--- config.mk ---
export PLATFORM = sky130hd
export DESIGN_NAME = axil_read_responder
export DESIGN_NICKNAME = d
export VERILOG_FILES = /design/src/rtl/axil_read_responder.sv
export SDC_FILE = /design/constraint.sdc
export NUM_CORES = 1
export LEC_CHECK = 0
export BUFFER_PORTS_ARGS = -buffer_cell sky130_fd_sc_hd__buf_2
export CAP_MARGIN = 10
export CORE_ASPECT_RATIO = 1.1
export CORE_MARGIN = 1.5
export CORE_UTILIZATION = 54
export DETAILED_ROUTE_END_ITERATION = 8
export PLACE_DENSITY = 0.84
export SLEW_MARGIN = 20
export SYNTH_ARGS = -nofsm -noshare
export SYNTH_HDL_FRONTEND = slang
export SYNTH_SLANG_ARGS = --single-unit
--- constraint.sdc ---
create_clock -name s_axi_aclk -period 5.3 [get_ports s_axi_aclk]
set_input_delay 1.06 -clock s_axi_aclk [delete_from_list [all_inputs] [get_ports s_axi_aclk]]
set_output_delay 1.06 -clock s_axi_aclk [all_outputs]
set_load 0.005 [all_outputs]
--- src/rtl/axil_read_responder.sv ---
// AXI4-Lite read responder: queues AR beats, decodes one address window, reads a register bus.
// Optional WAIT timeout with forced SLVERR is enabled by defining AXIL_RD_TIMEOUT_EN.
module axil_read_responder #(
    parameter int unsigned           ADDR_WIDTH     = 32,
    parameter int unsigned           DATA_WIDTH     = 32,
    parameter logic [ADDR_WIDTH-1:0] BASE_ADDR      = '0,
    parameter int unsigned           WINDOW_SIZE    = 12,
    parameter int unsigned           AR_FIFO_DEPTH  = 4,
    parameter int unsigned           TIMEOUT_CYCLES = 256
) (
    input  logic                   s_axi_aclk,
    input  logic                   s_axi_aresetn,
    input  logic [ADDR_WIDTH-1:0]  s_axi_araddr,
    input  logic [2:0]             s_axi_arprot,
    input  logic                   s_axi_arvalid,
    output logic                   s_axi_arready,
    output logic [DATA_WIDTH-1:0]  s_axi_rdata,
    output logic [1:0]             s_axi_rresp,
    output logic                   s_axi_rvalid,
    input  logic                   s_axi_rready,
    output logic                   reg_rd_req,
    output logic [WINDOW_SIZE-1:0] reg_rd_addr,
    input  logic                   reg_rd_ack,
    input  logic [DATA_WIDTH-1:0]  reg_rd_data,
    input  logic                   reg_rd_err,
    output logic                   rd_busy,
    output logic [15:0]            rd_timeout_cnt
);

    localparam int unsigned PtrW  = (AR_FIFO_DEPTH > 1) ? $clog2(AR_FIFO_DEPTH) : 1;
    localparam int unsigned CntW  = PtrW + 1;
    localparam int unsigned OffW  = WINDOW_SIZE - 2;
    localparam logic [1:0]  RespOkay   = 2'b00;
    localparam logic [1:0]  RespSlvErr = 2'b10;
    localparam logic [1:0]  RespDecErr = 2'b11;

    if (AR_FIFO_DEPTH < 2 || (AR_FIFO_DEPTH & (AR_FIFO_DEPTH - 1)) != 0) begin : g_bad_depth
        $error("AR_FIFO_DEPTH must be a power of 2 and >= 2");
    end
    if (TIMEOUT_CYCLES < 1) begin : g_bad_timeout
        $error("TIMEOUT_CYCLES must be >= 1");
    end

    typedef enum logic [1:0] {StIdle, StWait, StResp} state_e;

    // Queue entry: {window hit, word offset}; the rest of the address is not needed downstream.
    logic [OffW:0]           fifo_q [AR_FIFO_DEPTH];
    logic [PtrW-1:0]         wr_ptr_q, wr_ptr_d, rd_ptr_q, rd_ptr_d;
    logic [CntW-1:0]         count_q, count_d;
    state_e                  state_q, state_d;
    logic [DATA_WIDTH-1:0]   rdata_q, rdata_d;
    logic [1:0]              rresp_q, rresp_d;
    logic                    req_q, req_d;
    logic [WINDOW_SIZE-1:0]  addr_q, addr_d;

    logic            full, empty, push, pop, ar_hit;
    logic [OffW:0]   head;

    logic unused_ar;
    assign unused_ar = ^{s_axi_arprot, s_axi_araddr[1:0]};

    assign full   = (count_q == CntW'(AR_FIFO_DEPTH));
    assign empty  = (count_q == '0);
    assign push   = s_axi_arvalid && !full;
    assign pop    = (state_q == StIdle) && !empty;
    assign ar_hit = (s_axi_araddr[ADDR_WIDTH-1:WINDOW_SIZE] ==
                     BASE_ADDR[ADDR_WIDTH-1:WINDOW_SIZE]);
    assign head   = fifo_q[rd_ptr_q];

`ifdef AXIL_RD_TIMEOUT_EN
    localparam int unsigned         WaitW  = $clog2(TIMEOUT_CYCLES) + 1;
    localparam logic [DATA_WIDTH-1:0] ToData = DATA_WIDTH'(32'hDEAD_BEEF);
    logic [WaitW-1:0] wait_cnt_q, wait_cnt_d;
    logic [15:0]      to_cnt_q, to_cnt_d;
`endif

    always_comb begin
        wr_ptr_d = wr_ptr_q;
        rd_ptr_d = rd_ptr_q;
        count_d  = count_q + CntW'(push) - CntW'(pop);
        state_d  = state_q;
        rdata_d  = rdata_q;
        rresp_d  = rresp_q;
        req_d    = 1'b0;
        addr_d   = addr_q;
`ifdef AXIL_RD_TIMEOUT_EN
        wait_cnt_d = wait_cnt_q;
        to_cnt_d   = to_cnt_q;
`endif
        if (push) wr_ptr_d = wr_ptr_q + PtrW'(1);
        if (pop)  rd_ptr_d = rd_ptr_q + PtrW'(1);

        case (state_q)
            StIdle: begin
                if (pop) begin
                    if (head[OffW]) begin
                        req_d   = 1'b1;
                        addr_d  = {head[OffW-1:0], 2'b00};
                        state_d = StWait;
`ifdef AXIL_RD_TIMEOUT_EN
                        wait_cnt_d = '0;
`endif
                    end else begin
                        rdata_d = '0;
                        rresp_d = RespDecErr;
                        state_d = StResp;
                    end
                end
            end
            StWait: begin
                if (reg_rd_ack) begin
                    rdata_d = reg_rd_data;
                    rresp_d = reg_rd_err ? RespSlvErr : RespOkay;
                    state_d = StResp;
`ifdef AXIL_RD_TIMEOUT_EN
                end else if (wait_cnt_q == WaitW'(TIMEOUT_CYCLES - 1)) begin
                    rdata_d = ToData;
                    rresp_d = RespSlvErr;
                    state_d = StResp;
                    if (to_cnt_q != 16'hFFFF) to_cnt_d = to_cnt_q + 16'd1;
                end else begin
                    wait_cnt_d = wait_cnt_q + WaitW'(1);
`endif
                end
            end
            StResp: begin
                if (s_axi_rready) state_d = StIdle;
            end
            default: state_d = StIdle;
        endcase
    end

    always_ff @(posedge s_axi_aclk) begin
        if (!s_axi_aresetn) begin
            wr_ptr_q <= '0;
            rd_ptr_q <= '0;
            count_q  <= '0;
            state_q  <= StIdle;
            rdata_q  <= '0;
            rresp_q  <= '0;
            req_q    <= 1'b0;
            addr_q   <= '0;
`ifdef AXIL_RD_TIMEOUT_EN
            wait_cnt_q <= '0;
            to_cnt_q   <= '0;
`endif
        end else begin
            wr_ptr_q <= wr_ptr_d;
            rd_ptr_q <= rd_ptr_d;
            count_q  <= count_d;
            state_q  <= state_d;
            rdata_q  <= rdata_d;
            rresp_q  <= rresp_d;
            req_q    <= req_d;
            addr_q   <= addr_d;
`ifdef AXIL_RD_TIMEOUT_EN
            wait_cnt_q <= wait_cnt_d;
            to_cnt_q   <= to_cnt_d;
`endif
            if (push) fifo_q[wr_ptr_q] <= {ar_hit, s_axi_araddr[WINDOW_SIZE-1:2]};
        end
    end

    // Outputs read as zero for as long as reset is held, not just after the reset edge.
    assign s_axi_arready = s_axi_aresetn && !full;
    assign s_axi_rvalid  = s_axi_aresetn && (state_q == StResp);
    assign s_axi_rdata   = s_axi_aresetn ? rdata_q : '0;
    assign s_axi_rresp   = s_axi_aresetn ? rresp_q : '0;
    assign reg_rd_req    = s_axi_aresetn && req_q;
    assign reg_rd_addr   = s_axi_aresetn ? addr_q : '0;
    assign rd_busy       = s_axi_aresetn && ((state_q != StIdle) || !empty);
`ifdef AXIL_RD_TIMEOUT_EN
    assign rd_timeout_cnt = s_axi_aresetn ? to_cnt_q : '0;
`else
    assign rd_timeout_cnt = '0;
`endif

endmodule

==> flow_metrics.tcl <==
set metrics [dict create \
    start_util_pct 55.7 \
    rsz0062_at_grt "false" \
    gp_congestion 0.790 \
    crit_chain "buf_2 -> buf_4 -> nand2_1 -> inv_1 -> buf_2" \
    synth_cell_type_count 39 \
    layout_common_cells "115 x buf_2, 87 x nand2_1, 56 x dfxtp_1" \
    grt_max_degree 58 \
    dieWidth_um 88.9 \
    post-route-min-period_ps 3080 \
    port-buffer-count 115 \
    slew_viol_final 0 \
    synth_warnings 0 \
    fin_skew_ps 11.2 \
    cts-hold-fix-buffers 0 \
    die-area_sq_mm 0.00866 \
    routed_wl_mm 7.72 \
    synth.avg_cell_area_sq_um 11.2 \
    cts_resized 0 \
    grt_pass1_wl_mm 12.1 \
    vdd_drop_max_mv 0.272 \
    drt_first_pass_iters 4 \
    drc 0 \
    timing.slew.headroom_pct 46.0 \
    rr_worst_depth 4 \
    vias 2925 \
    whs_path_depth 2 \
    cts_made_buffers 9 \
    clk_latency_ps 360 \
    finalSetupViolCount 0 \
    crit_path_max_fanout 57 \
    timing.fmax_mhz 325 \
    clk_path_buf_depth 2 \
    p_leak_nw 2.54 \
    vias_per_cell 4.79 \
    grt_pass1_vias 2794 \
    layout.nets 577 \
    hold_viol 0 \
    final_cell_count_no_fill 611 \
    grt_usage_pct 18.3 \
    clkTransAtPathRegs_ps 80 \
    critPathArrivalTime_ps 2020 \
    maxCapViolations 0 \
    core_area_sq_mm 0.00787 \
    ctsRootBufferMaster "clkbuf_8" \
    dp.cells 595 \
    critPathSlowestCell "buf_4" \
    synth-xor-area-share_pct 1.20 \
    dp_slack_ps 2210 \
    met1_usage_pct 21.3 \
    die_height_um 97.5 \
    ys.flop_type "dfxtp_1" \
    ys_seq_elements 100 \
    yosys.area_share.adder_pct 1.88 \
    outcome "finished, final reports clean" \
    final_common_cell "buf_2" \
    grt_use_met3_pct 5.35 \
    rrSetupSlack_ps 2780 \
    grt_use_met2_pct 31.8 \
    start_kind "input port" \
    postRouteAntennaNets 0 \
    synth_edf_count 44 \
    clkSinkCount 100 \
    synth_compound_area_share_pct 2.57 \
    drt_iter0_markers 144 \
    area_growth_pct 17.0 \
    n_antenna_cell 0 \
    synthMuxAreaShare_pct 15.6 \
    htreeDepth 3 \
    grt_busiest_layer "met2" \
    fin_crit_sh_pct 58.1 \
    hpwl_mm 5.42 \
    fin_tns_setup_ps 0 \
    path_class "input port to output pin" \
    overflow 0 \
    cp_common_cell "buf_2" \
    timing.rr.end "addr_q[9]" \
    antenna_found_initial 0 \
    io_pins 139 \
    wl_per_cell_um 12.6 \
    cp-end-kind "output pin" \
    synthSimpleGateAreaFrac_pct 12.3 \
    setup_slack_ps 2220 \
    cts_setup_buffers 0 \
    synthCells 391 \
    worst_pin_slew_ps 809 \
    crit_path_max_incr_delay_ps 470 \
    power_density_mw_per_mm2 454 \
    synth_area_sq_mm 0.00438 \
    hold_path_end "rdata_q[0]" \
    synth_top_family_by_area "multiplexers" \
    cp_data_required_time_ps 4240 \
    seq_area_frac_synth_pct 55.7 \
    min_from "rdata_q[0]" \
    postSynth.asyncResetShare_pct 0 \
    drive_gt1_share_pct 30.0 \
    cts_tree "yes" \
    row_count 34 \
    min_path_type "register to register" \
]
-- cell families after synthesis --
logic type / count (synthesis)
multiplexers: 55
other: 1
buffers and inverters: 86
AND/OR/NAND/NOR: 126
XOR/XNOR: 6
adder cells (fa/ha/maj): 6
AO/OA/AOI/OAI: 11
flip-flops: 100
-- layer usage --
| metal | wire length (um) | vias to the layer above |
|---|---|---|
| li1 | - | 1461 |
| met1 | 3280 | 1337 |
| met2 | 3820 | 118 |
| met3 | 519 | 9 |
| met4 | 104 | 0 |
| met5 | 0 | - |
-- worst max path at each step --
stage | slack, ps | start | depth (start not counted) | end
2_1_floorplan | 2480 | s_axi_aresetn | 4 | s_axi_rdata[10]
3_3_place_gp | 2240 | s_axi_aresetn | 5 | reg_rd_addr[10]
3_5_place_dp | 2210 | s_axi_aresetn | 5 | reg_rd_addr[10]
4_1_cts | 2210 | s_axi_aresetn | 5 | reg_rd_addr[10]
5_1_grt | 2110 | s_axi_aresetn | 5 | reg_rd_addr[10]
6_report | 2220 | s_axi_aresetn | 5 | reg_rd_addr[10]
-- cells in the mapped netlist, types with 3 or more instances --
library cell | instances | area share [%]
mux2i_1 | 43 | 9.8
a21oi_1 | 5 | 0.57
buf_4 | 19 | 3.3
nor4_1 | 5 | 0.71
dfxtp_1 | 56 | 26
mux4_2 | 10 | 5.1
nand3_1 | 3 | 0.34
clkbuf_1 | 10 | 0.86
inv_1 | 49 | 4.2
and2_1 | 4 | 0.57
and3_1 | 5 | 0.71
edfxtp_1 | 44 | 30
nor2_1 | 13 | 1.1
nand2_1 | 87 | 7.5
buf_12 | 4 | 1.8
ha_1 | 5 | 1.4
xor2_1 | 4 | 0.80
-- final cells by class --
type / count / area (sq um)
clock buffer: 9 / 124
clock inverter: 7 / 120
fill: 601 / 2750
inverter: 49 / 184
multi-input combinational: 222 / 1540
sequential: 100 / 2440
tap: 108 / 135
timing repair buffer: 116 / 583
-- registers in the layout, indices dropped and copies added, names as in the netlist, named ones only --
| register | flops |
|---|---|
| addr_q | 10 |
| count_q | 3 |
| fifo_q | 44 |
| req_q | 1 |
| wr_ptr_q | 2 |
| state_q | 2 |
| rdata_q | 32 |
| rd_ptr_q | 2 |
| rresp_q | 2 |
-- metrics by stage --
step / total power [mW] / utilization [%] / hold WS, ps / instance area [sq um]
floorplan: 1.73 / - / 443 / 4450
global placement: 1.75 / 62.0 / 452 / 4880
detailed placement: 1.78 / 62.0 / 461 / 4880
CTS: 2.36 / 65.1 / 474 / 5120
global route: 2.46 / 65.1 / 492 / 5120
finish: 2.33 / 65.1 / 467 / 5120
-- worst max-delay path: cells and delay by family --
kind	cells	cell delay, ps
buf+inv	4	760
simple gates	1	180
-- report_power, final --
part | total (mW) | internal, mW | switching, mW
Clock | 0.573 | 0.315 | 0.257
Combinational | 0.741 | 0.354 | 0.387
Sequential | 1.02 | 0.925 | 0.0903
No activity file was read; power rests on OpenSTA's default activity.
